## src/rtl/fetch_ctrl_if.sv

```systemverilog
// Fetch controller bus bundle: instruction-memory request side, decode side,
// and control-flow inputs. master = fetch_ctrl, slave = memory/decode/resolver.
interface fetch_ctrl_if;
  logic        imem_req;
  logic [31:0] imem_addr;
  logic        imem_ready;
  logic [31:0] imem_rdata;
  logic        instr_valid;
  logic [31:0] instr;
  logic [31:0] instr_pc;
  logic [31:0] instr_pc_plus4;
  logic        instr_ready;
  logic        redirect;
  logic [31:0] redirect_pc;
  logic        halt;
  logic        halted;
  logic        align_err;

  modport master (
    output imem_req, imem_addr, instr_valid, instr, instr_pc, instr_pc_plus4,
           halted, align_err,
    input  imem_ready, imem_rdata, instr_ready, redirect, redirect_pc, halt
  );

  modport slave (
    input  imem_req, imem_addr, instr_valid, instr, instr_pc, instr_pc_plus4,
           halted, align_err,
    output imem_ready, imem_rdata, instr_ready, redirect, redirect_pc, halt
  );
endinterface

```

## src/rtl/fetch_ctrl.sv

```systemverilog
// Instruction-fetch sequencer: owns the PC, fetches over a variable-latency
// memory handshake and holds each instruction for decode until accepted.
module fetch_ctrl #(
  parameter logic [31:0] RESET_PC = 32'h0000_3000
) (
  input  logic         clk,
  input  logic         clr,
  fetch_ctrl_if.master bus
);

  typedef enum logic [1:0] {
    S_IDLE  = 2'd0,
    S_FETCH = 2'd1,
    S_HOLD  = 2'd2,
    S_HALT  = 2'd3
  } state_t;

  state_t      state_q;
  logic [31:0] pc_q;
  logic [31:0] instr_q;
  logic [31:0] instr_pc_q;
  logic        align_err_q;

  logic [31:0] pc_inc_d;
  logic [31:0] redir_pc_d;
  logic        redir_misaligned_d;

  assign pc_inc_d           = pc_q + 32'd4;
  assign redir_pc_d         = {bus.redirect_pc[31:2], 2'b00};
  assign redir_misaligned_d = (bus.redirect_pc[1:0] != 2'b00);

  // Priority: reset > redirect > halt > handshake.
  always_ff @(posedge clk) begin
    if (!clr) begin
      state_q     <= S_IDLE;
      pc_q        <= RESET_PC;
      instr_q     <= '0;
      instr_pc_q  <= '0;
      align_err_q <= 1'b0;
    end else if (bus.redirect) begin
      // A same-cycle memory response or held instruction is dropped here.
      state_q <= S_FETCH;
      pc_q    <= redir_pc_d;
      if (redir_misaligned_d) begin
        align_err_q <= 1'b1;
      end
    end else begin
      unique case (state_q)
        S_IDLE: begin
          state_q <= bus.halt ? S_HALT : S_FETCH;
        end
        S_FETCH: begin
          if (bus.imem_ready) begin
            instr_q    <= bus.imem_rdata;
            instr_pc_q <= pc_q;
            state_q    <= S_HOLD;
          end
        end
        S_HOLD: begin
          if (bus.instr_ready) begin
            pc_q    <= pc_inc_d;
            state_q <= bus.halt ? S_HALT : S_FETCH;
          end
        end
        S_HALT: begin
          state_q <= S_HALT;
        end
        default: begin
          state_q <= S_IDLE;
        end
      endcase
    end
  end

  assign bus.imem_req       = (state_q == S_FETCH);
  assign bus.imem_addr      = pc_q;
  assign bus.instr_valid    = (state_q == S_HOLD);
  assign bus.instr          = instr_q;
  assign bus.instr_pc       = instr_pc_q;
  assign bus.instr_pc_plus4 = instr_pc_q + 32'd4;
  assign bus.halted         = (state_q == S_HALT);
  assign bus.align_err      = align_err_q;

endmodule

```

## src/flat_wrapper.sv

```systemverilog
// flat-port wrapper written by rule: the top's interface ports become plain ports
module fetch_ctrl_flat 
#(
  parameter logic [31:0] RESET_PC = 32'h0000_3000
)
  (clk, clr, bus_imem_req, bus_imem_addr, bus_instr_valid, bus_instr, bus_instr_pc, bus_instr_pc_plus4, bus_halted, bus_align_err, bus_imem_ready, bus_imem_rdata, bus_instr_ready, bus_redirect, bus_redirect_pc, bus_halt);
  fetch_ctrl_if bus_i ();
  input  logic clk;
  input  logic clr;
  output wire logic [$bits(bus_i.imem_req)-1:0] bus_imem_req;
  output wire logic [$bits(bus_i.imem_addr)-1:0] bus_imem_addr;
  output wire logic [$bits(bus_i.instr_valid)-1:0] bus_instr_valid;
  output wire logic [$bits(bus_i.instr)-1:0] bus_instr;
  output wire logic [$bits(bus_i.instr_pc)-1:0] bus_instr_pc;
  output wire logic [$bits(bus_i.instr_pc_plus4)-1:0] bus_instr_pc_plus4;
  output wire logic [$bits(bus_i.halted)-1:0] bus_halted;
  output wire logic [$bits(bus_i.align_err)-1:0] bus_align_err;
  input wire logic [$bits(bus_i.imem_ready)-1:0] bus_imem_ready;
  input wire logic [$bits(bus_i.imem_rdata)-1:0] bus_imem_rdata;
  input wire logic [$bits(bus_i.instr_ready)-1:0] bus_instr_ready;
  input wire logic [$bits(bus_i.redirect)-1:0] bus_redirect;
  input wire logic [$bits(bus_i.redirect_pc)-1:0] bus_redirect_pc;
  input wire logic [$bits(bus_i.halt)-1:0] bus_halt;
  assign bus_imem_req = bus_i.imem_req;
  assign bus_imem_addr = bus_i.imem_addr;
  assign bus_instr_valid = bus_i.instr_valid;
  assign bus_instr = bus_i.instr;
  assign bus_instr_pc = bus_i.instr_pc;
  assign bus_instr_pc_plus4 = bus_i.instr_pc_plus4;
  assign bus_halted = bus_i.halted;
  assign bus_align_err = bus_i.align_err;
  assign bus_i.imem_ready = bus_imem_ready;
  assign bus_i.imem_rdata = bus_imem_rdata;
  assign bus_i.instr_ready = bus_instr_ready;
  assign bus_i.redirect = bus_redirect;
  assign bus_i.redirect_pc = bus_redirect_pc;
  assign bus_i.halt = bus_halt;
  fetch_ctrl #(.RESET_PC(RESET_PC)) u_core (.clk(clk), .clr(clr), .bus(bus_i));
endmodule
```

## config.mk

```make
export PLATFORM = sky130hd
export DESIGN_NAME = fetch_ctrl_flat
export DESIGN_NICKNAME = d
export VERILOG_FILES = /design/src/rtl/fetch_ctrl_if.sv /design/src/rtl/fetch_ctrl.sv /design/src/flat_wrapper.sv
export SDC_FILE = /design/constraint.sdc
export NUM_CORES = 1
export LEC_CHECK = 0
export ABC_CLOCK_PERIOD_IN_PS = 2000
export CORE_MARGIN = 2
export CORE_UTILIZATION = 29
export DETAILED_ROUTE_END_ITERATION = 10
export GPL_ROUTABILITY_DRIVEN = 0
export MAX_ROUTING_LAYER = met4
export PLACE_DENSITY = 0.69
export SETUP_SLACK_MARGIN = 0.15
export SYNTH_ARGS = -nofsm -noshare
export SYNTH_HDL_FRONTEND = slang
export SYNTH_SLANG_ARGS = --single-unit
```

## constraint.sdc

```tcl
create_clock -name clk -period 2 [get_ports clk]
set_input_delay 0.4 -clock clk [delete_from_list [all_inputs] [get_ports clk]]
set_output_delay 0.4 -clock clk [all_outputs]
set_load 0.05 [all_outputs]
```

==> results of run 1 <==
-- placed cells by master (no fill, tap or decap), types with 12 or more instances in the layout --
master and instances:
inv_1 15, clkdlybuf4s50_1 68, a21oi_1 72, xnor2_4 12
o21ai_0 30, nand3_1 14, buf_4 133, dlygate4sd2_1 49
buf_6 17, buf_12 32, nand2_1 137, dfxtp_4 36
dfxtp_2 12, dfxtp_1 47, nand4_1 16
-- cell families after synthesis --
family | Yosys count | share of synthesized area [%]
buffers and inverters | 59 | 5.52
AO/OA/AOI/OAI | 134 | 16.5
flip-flops | 95 | 41.8
AND/OR/NAND/NOR | 265 | 28.2
XOR/XNOR | 36 | 6.93
other | 1 | 0.0824
multiplexers | 2 | 0.440
adder cells (fa/ha/maj) | 2 | 0.550
-- final timing paths --
kind,endpoint,slack (ns),start
min reg2reg,u_core.bus.align_err$_SDFFE_PN0P_,0.45,u_core.bus.align_err$_SDFFE_PN0P_
max reg2reg,u_core.bus.imem_addr[31]$_SDFFE_PN0P_,0.17,u_core.bus.imem_addr[17]$_SDFFE_PN0P_
max,bus_instr_pc_plus4[22],-0.45,u_core.bus.instr_pc[7]$_SDFFE_PN0P_
min,u_core.bus.align_err$_SDFFE_PN0P_,0.45,u_core.bus.align_err$_SDFFE_PN0P_
-- flip-flops by register name, indices dropped and copies added, names as in the netlist --
name                  cells
u_core.bus.align_err      1
u_core.bus.imem_addr     30
u_core.bus.instr         32
u_core.bus.instr_pc      30
u_core.state_q            2
-- final cells by class --
type,instances,share of cell area [%]
sequential,95,23.4
multi-input combinational,445,35.9
clock buffer,12,3.05
timing repair buffer,299,33.5
clock inverter,4,0.371
tap,211,3.01
inverter,17,0.728
-- metrics by stage --
step | hold WS (ns) | total power (uW)
after CTS | 0.446 | 4850
after global routing | 0.465 | 5010
after detailed placement | 0.440 | 3130
final | 0.450 | 4830
after global placement | 0.433 | 3120
after floorplan | 0.534 | 2650
-- critical path, delay by kind of cell (launching register included) --
family | cells | cell delay [ns]
flip-flops | 1 | 0.35
XOR/XNOR | 1 | 0.20
buffers and inverters | 1 | 0.15
AND/OR/NAND/NOR | 3 | 0.99
-- where the power goes --
group	switching, uW	internal [uW]
Clock	782	966
Combinational	647	417
Sequential	75.0	1950
Total	1500	3330
-- metal layers --
layer	wire [um]	GRT usage (%)	share of wire, %
met4	360	8.25	2.1
met5	0	-	0
met3	843	2.73	4.8
met2	8710	33.6	50
met1	7550	27.3	43
-- timing repair --
action,in CTS,in global routing
gates resized for setup,84,40
pin swaps,26,32
endpoints found under the hold margin,0,0
endpoints found under the setup margin,84,38
setup buffers,7,12
==> impl_metrics.env, run 1 <==
export IMPL_max_clock_freq_mhz=407
export IMPL_crit_fanout=4
export IMPL_io_pin_count=202
export IMPL_yosys_cell_count_top_type="nand2_1"
export IMPL_grt_antenna_before_repair=0
export IMPL_count_of_state_elements_after_synthesis=95
export IMPL_detail_route_wirelength_um=17500
export IMPL_setup_total_negative_slack_ns=-6.94
export IMPL_clock_sinks=95
export IMPL_timing_reg2reg_worst_path_depth=4
export IMPL_min_path_type="register to register"
export IMPL_timing_final_ws_setup_ns=-0.455
export IMPL_multiInputGateArea_mm2=0.00315
export IMPL_grt_pass1_wl_um=26700
export IMPL_synth_top_area_share_pct=41.8
export IMPL_synth_enable_flop_cells=0
export IMPL_crit_arrival_ns=2.05
export IMPL_synth_largest_area_cell="dfxtp_1"
export IMPL_critical_path_class="register to output pin"
export IMPL_design_core_area_mm2=0.0153
export IMPL_max_slew_margin_pct=65.4
export IMPL_grt_max_degree=63
export IMPL_post_syn_area_mm2=0.00455
export IMPL_power_static_leakage_uw=0.00361
export IMPL_final_hold_viol_count=0
export IMPL_first_global_vias=4847
export IMPL_antenna_cells_inserted=0
export IMPL_path_clk_slew_ns=0.07
export IMPL_yosysWarningCount=0
export IMPL_cts_htree_levels=3
export IMPL_overflow=0
export IMPL_timing_max_cap_violations=0
export IMPL_dp_cells=1048
export IMPL_outcome="complete, but fails checks"
export IMPL_die_height_um=129
export IMPL_nNetsFinal=939
export IMPL_fill_count=1357
export IMPL_drt_first_iter_violations=333
export IMPL_finClkSkew_ns=0.0133
export IMPL_detailed_place_hpwl_um=13100
export IMPL_layout_area_overhead_vs_synth_pct=92.7
export IMPL_dp_slack_ns=-0.399
export IMPL_ctsHoldBuffers=0
export IMPL_post_route_cells_drive_above_1_share_pct=37.3
export IMPL_layout_core_utilization_pct=57.5
export IMPL_failed_checks="negative setup slack"
export IMPL_postSynth_asyncResetShare_pct=0
export IMPL_transition_at_the_pin_with_the_smallest_max_transition_slack_ns=0.521
export IMPL_rsz0062_at_grt="yes"
export IMPL_cts_buffer_depth=2
export IMPL_endpoint_kind="output pin"
export IMPL_synth_yosys_seq_area_share_pct=41.8
export IMPL_synth_flop_cell="dfxtp_1"
export IMPL_final_period_utilization_pct=123
export IMPL_ys_types=44
export IMPL_die_area_mm2=0.0167
export IMPL_finalSetupViolations=21
export IMPL_drv_slew=0
export IMPL_seq_area_mm2=0.00205
export IMPL_tritoncts_clock_tree="built"
export IMPL_grt_use_total_pct=21.1
export IMPL_clock_insertion_delay_worst_skew_ns=0.36
export IMPL_cell_chain_of_the_critical_path="nand4_1 -> or3_4 -> nor4_4 -> xor2_4 -> buf_12"
export IMPL_rows=45
export IMPL_floorplan_initialDensity_pct=29.8
export IMPL_placed_cell_area_mm2=0.00800
export IMPL_cell_with_the_biggest_individual_delay_on_the_critical_path="or3_4"
export IMPL_power_density_mw_per_mm2=551
export IMPL_required_ns=1.60
export IMPL_antenna_left=0
export IMPL_yosys_top_cells_area="dfxtp_1 (42%), nand2_1 (12%), a21oi_1 (7.9%)"
export IMPL_vdd_ir_drop_max_uv=404
export IMPL_routed_wire_length_per_instance_um=16.1
export IMPL_num_vias=5217
export IMPL_postSynthAreaPerCell_um2=7.66
export IMPL_final_cell_area_mm2=0.00877
export IMPL_place_port_buffers=195
export IMPL_final_standard_cell_count_with_taps_included_and_fillers_excluded=1083
export IMPL_critical_path_max_stage_delay_ns=0.47
export IMPL_cts_buffers_inserted=9
export IMPL_synthesized_instance_count=594
export IMPL_dieWidth_um=129
export IMPL_synth_top_cells_by_count="nand2_1 (140), dfxtp_1 (95), a21oi_1 (72)"
export IMPL_firstDrtPassIters=6
export IMPL_fin_crit_ns=2.45
export IMPL_cts_root_buf="clkbuf_16"
export IMPL_startpoint_types="register"
export IMPL_min_delay_path_depth=2
export IMPL_remaining_drc_errors=0
export IMPL_dr_vias_cell=4.82
No activity file was read; power rests on OpenSTA's default activity.
==> run 2, diff against run 1 <==
--- a/config.mk
+++ b/config.mk
@@ -9,9 +9,9 @@
 export CORE_MARGIN = 2
 export CORE_UTILIZATION = 29
 export DETAILED_ROUTE_END_ITERATION = 10
-export GPL_ROUTABILITY_DRIVEN = 0
 export MAX_ROUTING_LAYER = met4
 export PLACE_DENSITY = 0.69
+export REMOVE_ABC_BUFFERS = 1
 export SETUP_SLACK_MARGIN = 0.15
 export SYNTH_ARGS = -nofsm -noshare
 export SYNTH_HDL_FRONTEND = slang
==> constraint.sdc (replaced) <==
create_clock -name clk -period 2 [get_ports clk]
set_input_delay 0.4 -clock clk [delete_from_list [all_inputs] [get_ports clk]]
set_output_delay 0.4 -clock clk [all_outputs]
set_load 0.02 [all_outputs]
==> impl_metrics.env, run 2 (same netlist as run 1, synthesis figures left out) <==
export IMPL_design_core_area_mm2=0.0153
export IMPL_antenna_left=0
export IMPL_grt_antenna_before_repair=0
export IMPL_timing_max_cap_violations=0
export IMPL_firstDrtPassIters=5
export IMPL_mostFrequentLayoutCell="nand2_1"
export IMPL_final_standard_cell_count_with_taps_included_and_fillers_excluded=1106
export IMPL_rows=45
export IMPL_required_ns=1.60
export IMPL_final_period_utilization_pct=114
export IMPL_min_path_type="register to register"
export IMPL_antenna_cells_inserted=0
export IMPL_post_route_cells_drive_above_1_share_pct=25.7
export IMPL_routed_wire_length_per_instance_um=15.7
export IMPL_fill_count=1421
export IMPL_io_pin_count=202
export IMPL_dp_cells=1069
export IMPL_die_height_um=129
export IMPL_max_clock_freq_mhz=440
export IMPL_clock_sinks=95
export IMPL_dp_slack_ns=-0.558
export IMPL_dieWidth_um=129
export IMPL_routability_driven_placement_congestion_ratio=0.873
export IMPL_failed_checks="negative setup slack"
export IMPL_vdd_ir_drop_max_uv=469
export IMPL_finClkSkew_ns=0.00486
export IMPL_cts_buffer_depth=2
export IMPL_critical_path_class="register to output pin"
export IMPL_drv_slew=0
export IMPL_overflow=0
export IMPL_timing_reg2reg_worst_path_depth=6
export IMPL_cts_htree_levels=3
export IMPL_num_vias=5390
export IMPL_final_hold_viol_count=0
export IMPL_remaining_drc_errors=0
export IMPL_path_clk_slew_ns=0.07
export IMPL_timing_final_ws_setup_ns=-0.272
export IMPL_startpoint_types="register"
export IMPL_cts_root_buf="clkbuf_16"
export IMPL_tritoncts_clock_tree="built"
export IMPL_crit_arrival_ns=1.87
export IMPL_layout_area_overhead_vs_synth_pct=82.1
export IMPL_die_area_mm2=0.0167
export IMPL_largest_register_ff_count=32
export IMPL_first_global_vias=4959
export IMPL_drt_first_iter_violations=418
export IMPL_grt_use_total_pct=20.9
export IMPL_min_delay_path_depth=2
export IMPL_grt_pass1_wl_um=26700
export IMPL_mostFrequentLayoutCells="nand2_1 (138), buf_4 (126), clkdlybuf4s50_1 (114), dfxtp_1 (83), a21oi_1 (72)"
export IMPL_power_density_mw_per_mm2=561
export IMPL_detailed_place_hpwl_um=12600
export IMPL_whs_ns=0.450
export IMPL_place_port_buffers=195
export IMPL_outcome="complete, but fails checks"
export IMPL_crit_fanout=6
export IMPL_rsz0062_at_grt="yes"
export IMPL_cts_buffers_inserted=9
export IMPL_ctsHoldBuffers=0
export IMPL_power_static_leakage_uw=0.00364
export IMPL_endpoint_kind="output pin"
export IMPL_finalSetupViolations=21
export IMPL_floorplan_initialDensity_pct=29.8
export IMPL_nNetsFinal=962
export IMPL_clock_insertion_delay_worst_skew_ns=0.35
export IMPL_fin_crit_ns=2.27
export IMPL_detail_route_wirelength_um=17400
export IMPL_grt_max_degree=47
export IMPL_dr_vias_cell=4.87
## run 2: changes by cell type in the layout (fill, tap and decap cells not counted), sizes merged, moves of 3 or more
cell	before	now
buf	182	154
inv	20	17
clkdlybuf4s50	68	114
clkbuf	12	15
dlymetal6s2s	0	21
dlygate4sd2	49	31
## run 2: metrics by stage
step                power [uW]  instance area (um^2)  utilization [%]  TNS [ns]
floorplan                 2390                  4380                -    -71.14
global placement          2910                  7480             49.0    -11.94
detailed placement        2920                  7480             49.0    -13.21
CTS                       4670                  8070             52.9     -4.65
global route              4830                  8290             54.3     -6.25
finish                    4650                  8290             54.3     -4.34
## run 2: where the power goes
group	internal [uW]	total, uW	switching, uW
sequential	1970	2020	58.8
clock	1040	1780	735
combinational	418	849	431
total	3430	4650	1220
## run 2: final cells by class
class | count | area, um^2 | share of cell area, %
Multi-Input combinational cell | 445 | 2720 | 32.9
Tap cell | 211 | 264 | 3.18
Timing Repair Buffer | 322 | 3010 | 36.3
Inverter | 17 | 63.8 | 0.770
Clock buffer | 14 | 264 | 3.18
Clock inverter | 2 | 38.8 | 0.468
Sequential cell | 95 | 1930 | 23.3
## run 2: critical path, stage by stage, from the launching register on
cell and delay (ns):
dfxtp_4 0.37, ha_4 0.15, nand2_4 0.04, or3_4 0.44, nor4_4 0.17, xor2_1 0.18, buf_4 0.16
## run 2: worst paths after layout
| kind | slack [ns] | startpoint | end |
|---|---|---|---|
| worst max-delay path | -0.27 | u_core.bus.instr_pc[2]$_SDFFE_PN0P_ | bus_instr_pc_plus4[22] |
| worst min register to register | 0.45 | u_core.bus.align_err$_SDFFE_PN0P_ | u_core.bus.align_err$_SDFFE_PN0P_ |
| worst max register to register | 0.10 | u_core.state_q[0]$_SDFFE_PN0P_ | u_core.bus.imem_addr[19]$_SDFFE_PN0P_ |
| worst min-delay path | 0.45 | u_core.bus.align_err$_SDFFE_PN0P_ | u_core.bus.align_err$_SDFFE_PN0P_ |
## run 2: what timing repair did
item	CTS	global route
setup buffers	13	8
pin swaps	51	19
cloned	1	0
gates resized for setup	246	54
endpoints found under the setup margin	71	60
## run 2: routing by layer
layer	share of wire [%]	up-vias	wire, um	global-route usage (%)
li1	-	2662	-	-
met1	44	2542	7690	26.9
met2	49	165	8570	34.6
met3	4.6	21	795	2.15
met4	1.7	0	301	6.71
met5	0	-	0	-
==> run 3, diff against run 2 <==
--- a/config.mk
+++ b/config.mk
@@ -7,10 +7,10 @@
 export LEC_CHECK = 0
 export ABC_CLOCK_PERIOD_IN_PS = 2000
 export CORE_MARGIN = 2
-export CORE_UTILIZATION = 29
+export CORE_UTILIZATION = 38
 export DETAILED_ROUTE_END_ITERATION = 10
 export MAX_ROUTING_LAYER = met4
-export PLACE_DENSITY = 0.69
+export PLACE_DENSITY = 0.85
 export REMOVE_ABC_BUFFERS = 1
 export SETUP_SLACK_MARGIN = 0.15
 export SYNTH_ARGS = -nofsm -noshare
==> impl_metrics.env, run 3 (same netlist as run 1, synthesis figures left out) <==
export IMPL_grt_max_degree=39
export IMPL_clock_insertion_delay_worst_skew_ns=0.33
export IMPL_failed_checks="negative setup slack"
export IMPL_cts_root_buf="clkbuf_16"
export IMPL_detailed_place_hpwl_um=12300
export IMPL_detail_route_wirelength_um=16900
export IMPL_io_pin_count=202
export IMPL_post_route_cells_drive_above_1_share_pct=27.1
export IMPL_layout_area_overhead_vs_synth_pct=77.3
export IMPL_antenna_left=0
export IMPL_mostFrequentLayoutCells="nand2_1 (137), buf_4 (127), clkdlybuf4s50_1 (124), a21oi_1 (72), dfxtp_1 (69)"
export IMPL_tritoncts_clock_tree="built"
export IMPL_first_global_vias=5171
export IMPL_antenna_cells_inserted=0
export IMPL_grt_use_total_pct=25.9
export IMPL_final_standard_cell_count_with_taps_included_and_fillers_excluded=1030
export IMPL_dr_vias_cell=5.32
export IMPL_max_slew_margin_pct=61.5
export IMPL_remaining_drc_errors=0
export IMPL_firstDrtPassIters=5
export IMPL_placed_cell_area_mm2=0.00736
export IMPL_drv_slew=0
export IMPL_rsz0062_at_grt="yes"
export IMPL_power_density_mw_per_mm2=554
export IMPL_floorplan_initialDensity_pct=39.4
export IMPL_cts_buffer_depth=2
export IMPL_timing_max_cap_violations=0
export IMPL_min_path_type="register to register"
export IMPL_startpoint_types="register"
export IMPL_fin_crit_ns=2.26
export IMPL_final_cell_area_mm2=0.00807
export IMPL_drt_first_iter_violations=486
export IMPL_dieWidth_um=113
export IMPL_overflow=0
export IMPL_grt_antenna_before_repair=0
export IMPL_timing_final_ws_setup_ns=-0.262
export IMPL_place_port_buffers=195
export IMPL_finClkSkew_ns=0.00843
export IMPL_cts_buffers_inserted=9
export IMPL_vdd_ir_drop_max_uv=406
export IMPL_max_clock_freq_mhz=442
export IMPL_layout_core_utilization_pct=69.8
export IMPL_power_static_leakage_uw=0.00345
export IMPL_die_area_mm2=0.0129
export IMPL_critical_path_class="register to output pin"
export IMPL_clock_sinks=95
export IMPL_die_height_um=113
export IMPL_finalSetupViolations=20
export IMPL_final_period_utilization_pct=113
export IMPL_final_hold_viol_count=0
export IMPL_crit_arrival_ns=1.86
export IMPL_design_core_area_mm2=0.0116
export IMPL_dp_slack_ns=-0.517
export IMPL_required_ns=1.60
export IMPL_cts_htree_levels=3
export IMPL_path_clk_slew_ns=0.07
export IMPL_routed_wire_length_per_instance_um=16.4
export IMPL_crit_fanout=3
export IMPL_largest_register_ff_count=32
export IMPL_grt_pass1_wl_um=26000
export IMPL_endpoint_kind="output pin"
export IMPL_transition_at_the_pin_with_the_smallest_max_transition_slack_ns=0.573
export IMPL_num_vias=5483
export IMPL_dp_cells=1000
export IMPL_setup_total_negative_slack_ns=-3.46
export IMPL_mostFrequentLayoutCell="nand2_1"
export IMPL_routability_driven_placement_congestion_ratio=0.968
export IMPL_nNetsFinal=954
export IMPL_rows=39
export IMPL_outcome="complete, but fails checks"
run 3: changes by cell type in the layout (fill, tap and decap cells not counted), moves of 5 or more:
cell | previous run | this run
dlygate4sd2_1 | 31 | 24
buf_6 | 18 | 13
clkdlybuf4s50_1 | 114 | 124
dfxtp_1 | 83 | 69
dfxtp_2 | 7 | 21
run 3: worst max-delay path, stage by stage (launching register included):
cell	delay, ns
dfxtp_2	0.33
nand4_1	0.15
or3_4	0.43
buf_6	0.15
nor3_4	0.15
xor2_1	0.16
buf_4	0.16
run 3: cell type report:
cell class | count | area [um^2]
sequential | 95 | 1950
tap | 143 | 179
inverter | 17 | 63.8
clock buffer | 11 | 233
clock inverter | 5 | 33.8
timing repair buffer | 314 | 2880
fill | 876 | 3490
multi-input combinational | 445 | 2730
run 3: routing by layer:
layer,share of wire (%),wire length (um),track usage [%],vias to the layer above
met4,2.6,448,9.11,0
met1,40,6780,32.1,2563
met5,0,0,-,-
li1,-,-,-,2649
met3,6.9,1170,3.93,34
met2,50,8530,43.3,237
run 3: worst paths after layout:
path	startpoint	end	slack (ns)	cells after the start
worst min register to register	u_core.bus.instr[3]$_SDFFE_PN0P_	u_core.bus.instr[3]$_SDFFE_PN0P_	0.46	2
worst min-delay path	u_core.bus.instr[3]$_SDFFE_PN0P_	u_core.bus.instr[3]$_SDFFE_PN0P_	0.46	2
worst max-delay path	u_core.bus.instr_pc[5]$_SDFFE_PN0P_	bus_instr_pc_plus4[19]	-0.26	6
worst max register to register	u_core.state_q[0]$_SDFFE_PN0P_	u_core.bus.imem_addr[18]$_SDFFE_PN0P_	0.13	6
run 3: metrics by stage:
| step | hold WS, ns | power (uW) |
|---|---|---|
| floorplan | 0.483 | 2390 |
| CTS | 0.454 | 4470 |
| global route | 0.475 | 4660 |
| detailed placement | 0.439 | 2910 |
| global placement | 0.439 | 2900 |
| finish | 0.456 | 4470 |
run 3: repair_timing:
action,CTS,global route
setup endpoints to repair,60,59
buffers inserted,6,7
gates resized for setup,226,70
endpoints found under the hold margin,0,0
hold buffers,0,0
pin swaps,29,25
gates cloned,1,0
run 3: power by group:
part / switching (uW) / internal [uW] / leakage (uW) / total [uW]
Combinational: 428 / 422 / 0.00254 / 850
Clock: 744 / 846 / 0.000126 / 1590
Sequential: 63.2 / 1970 / 0.000786 / 2030
Total: 1240 / 3240 / 0.00345 / 4470
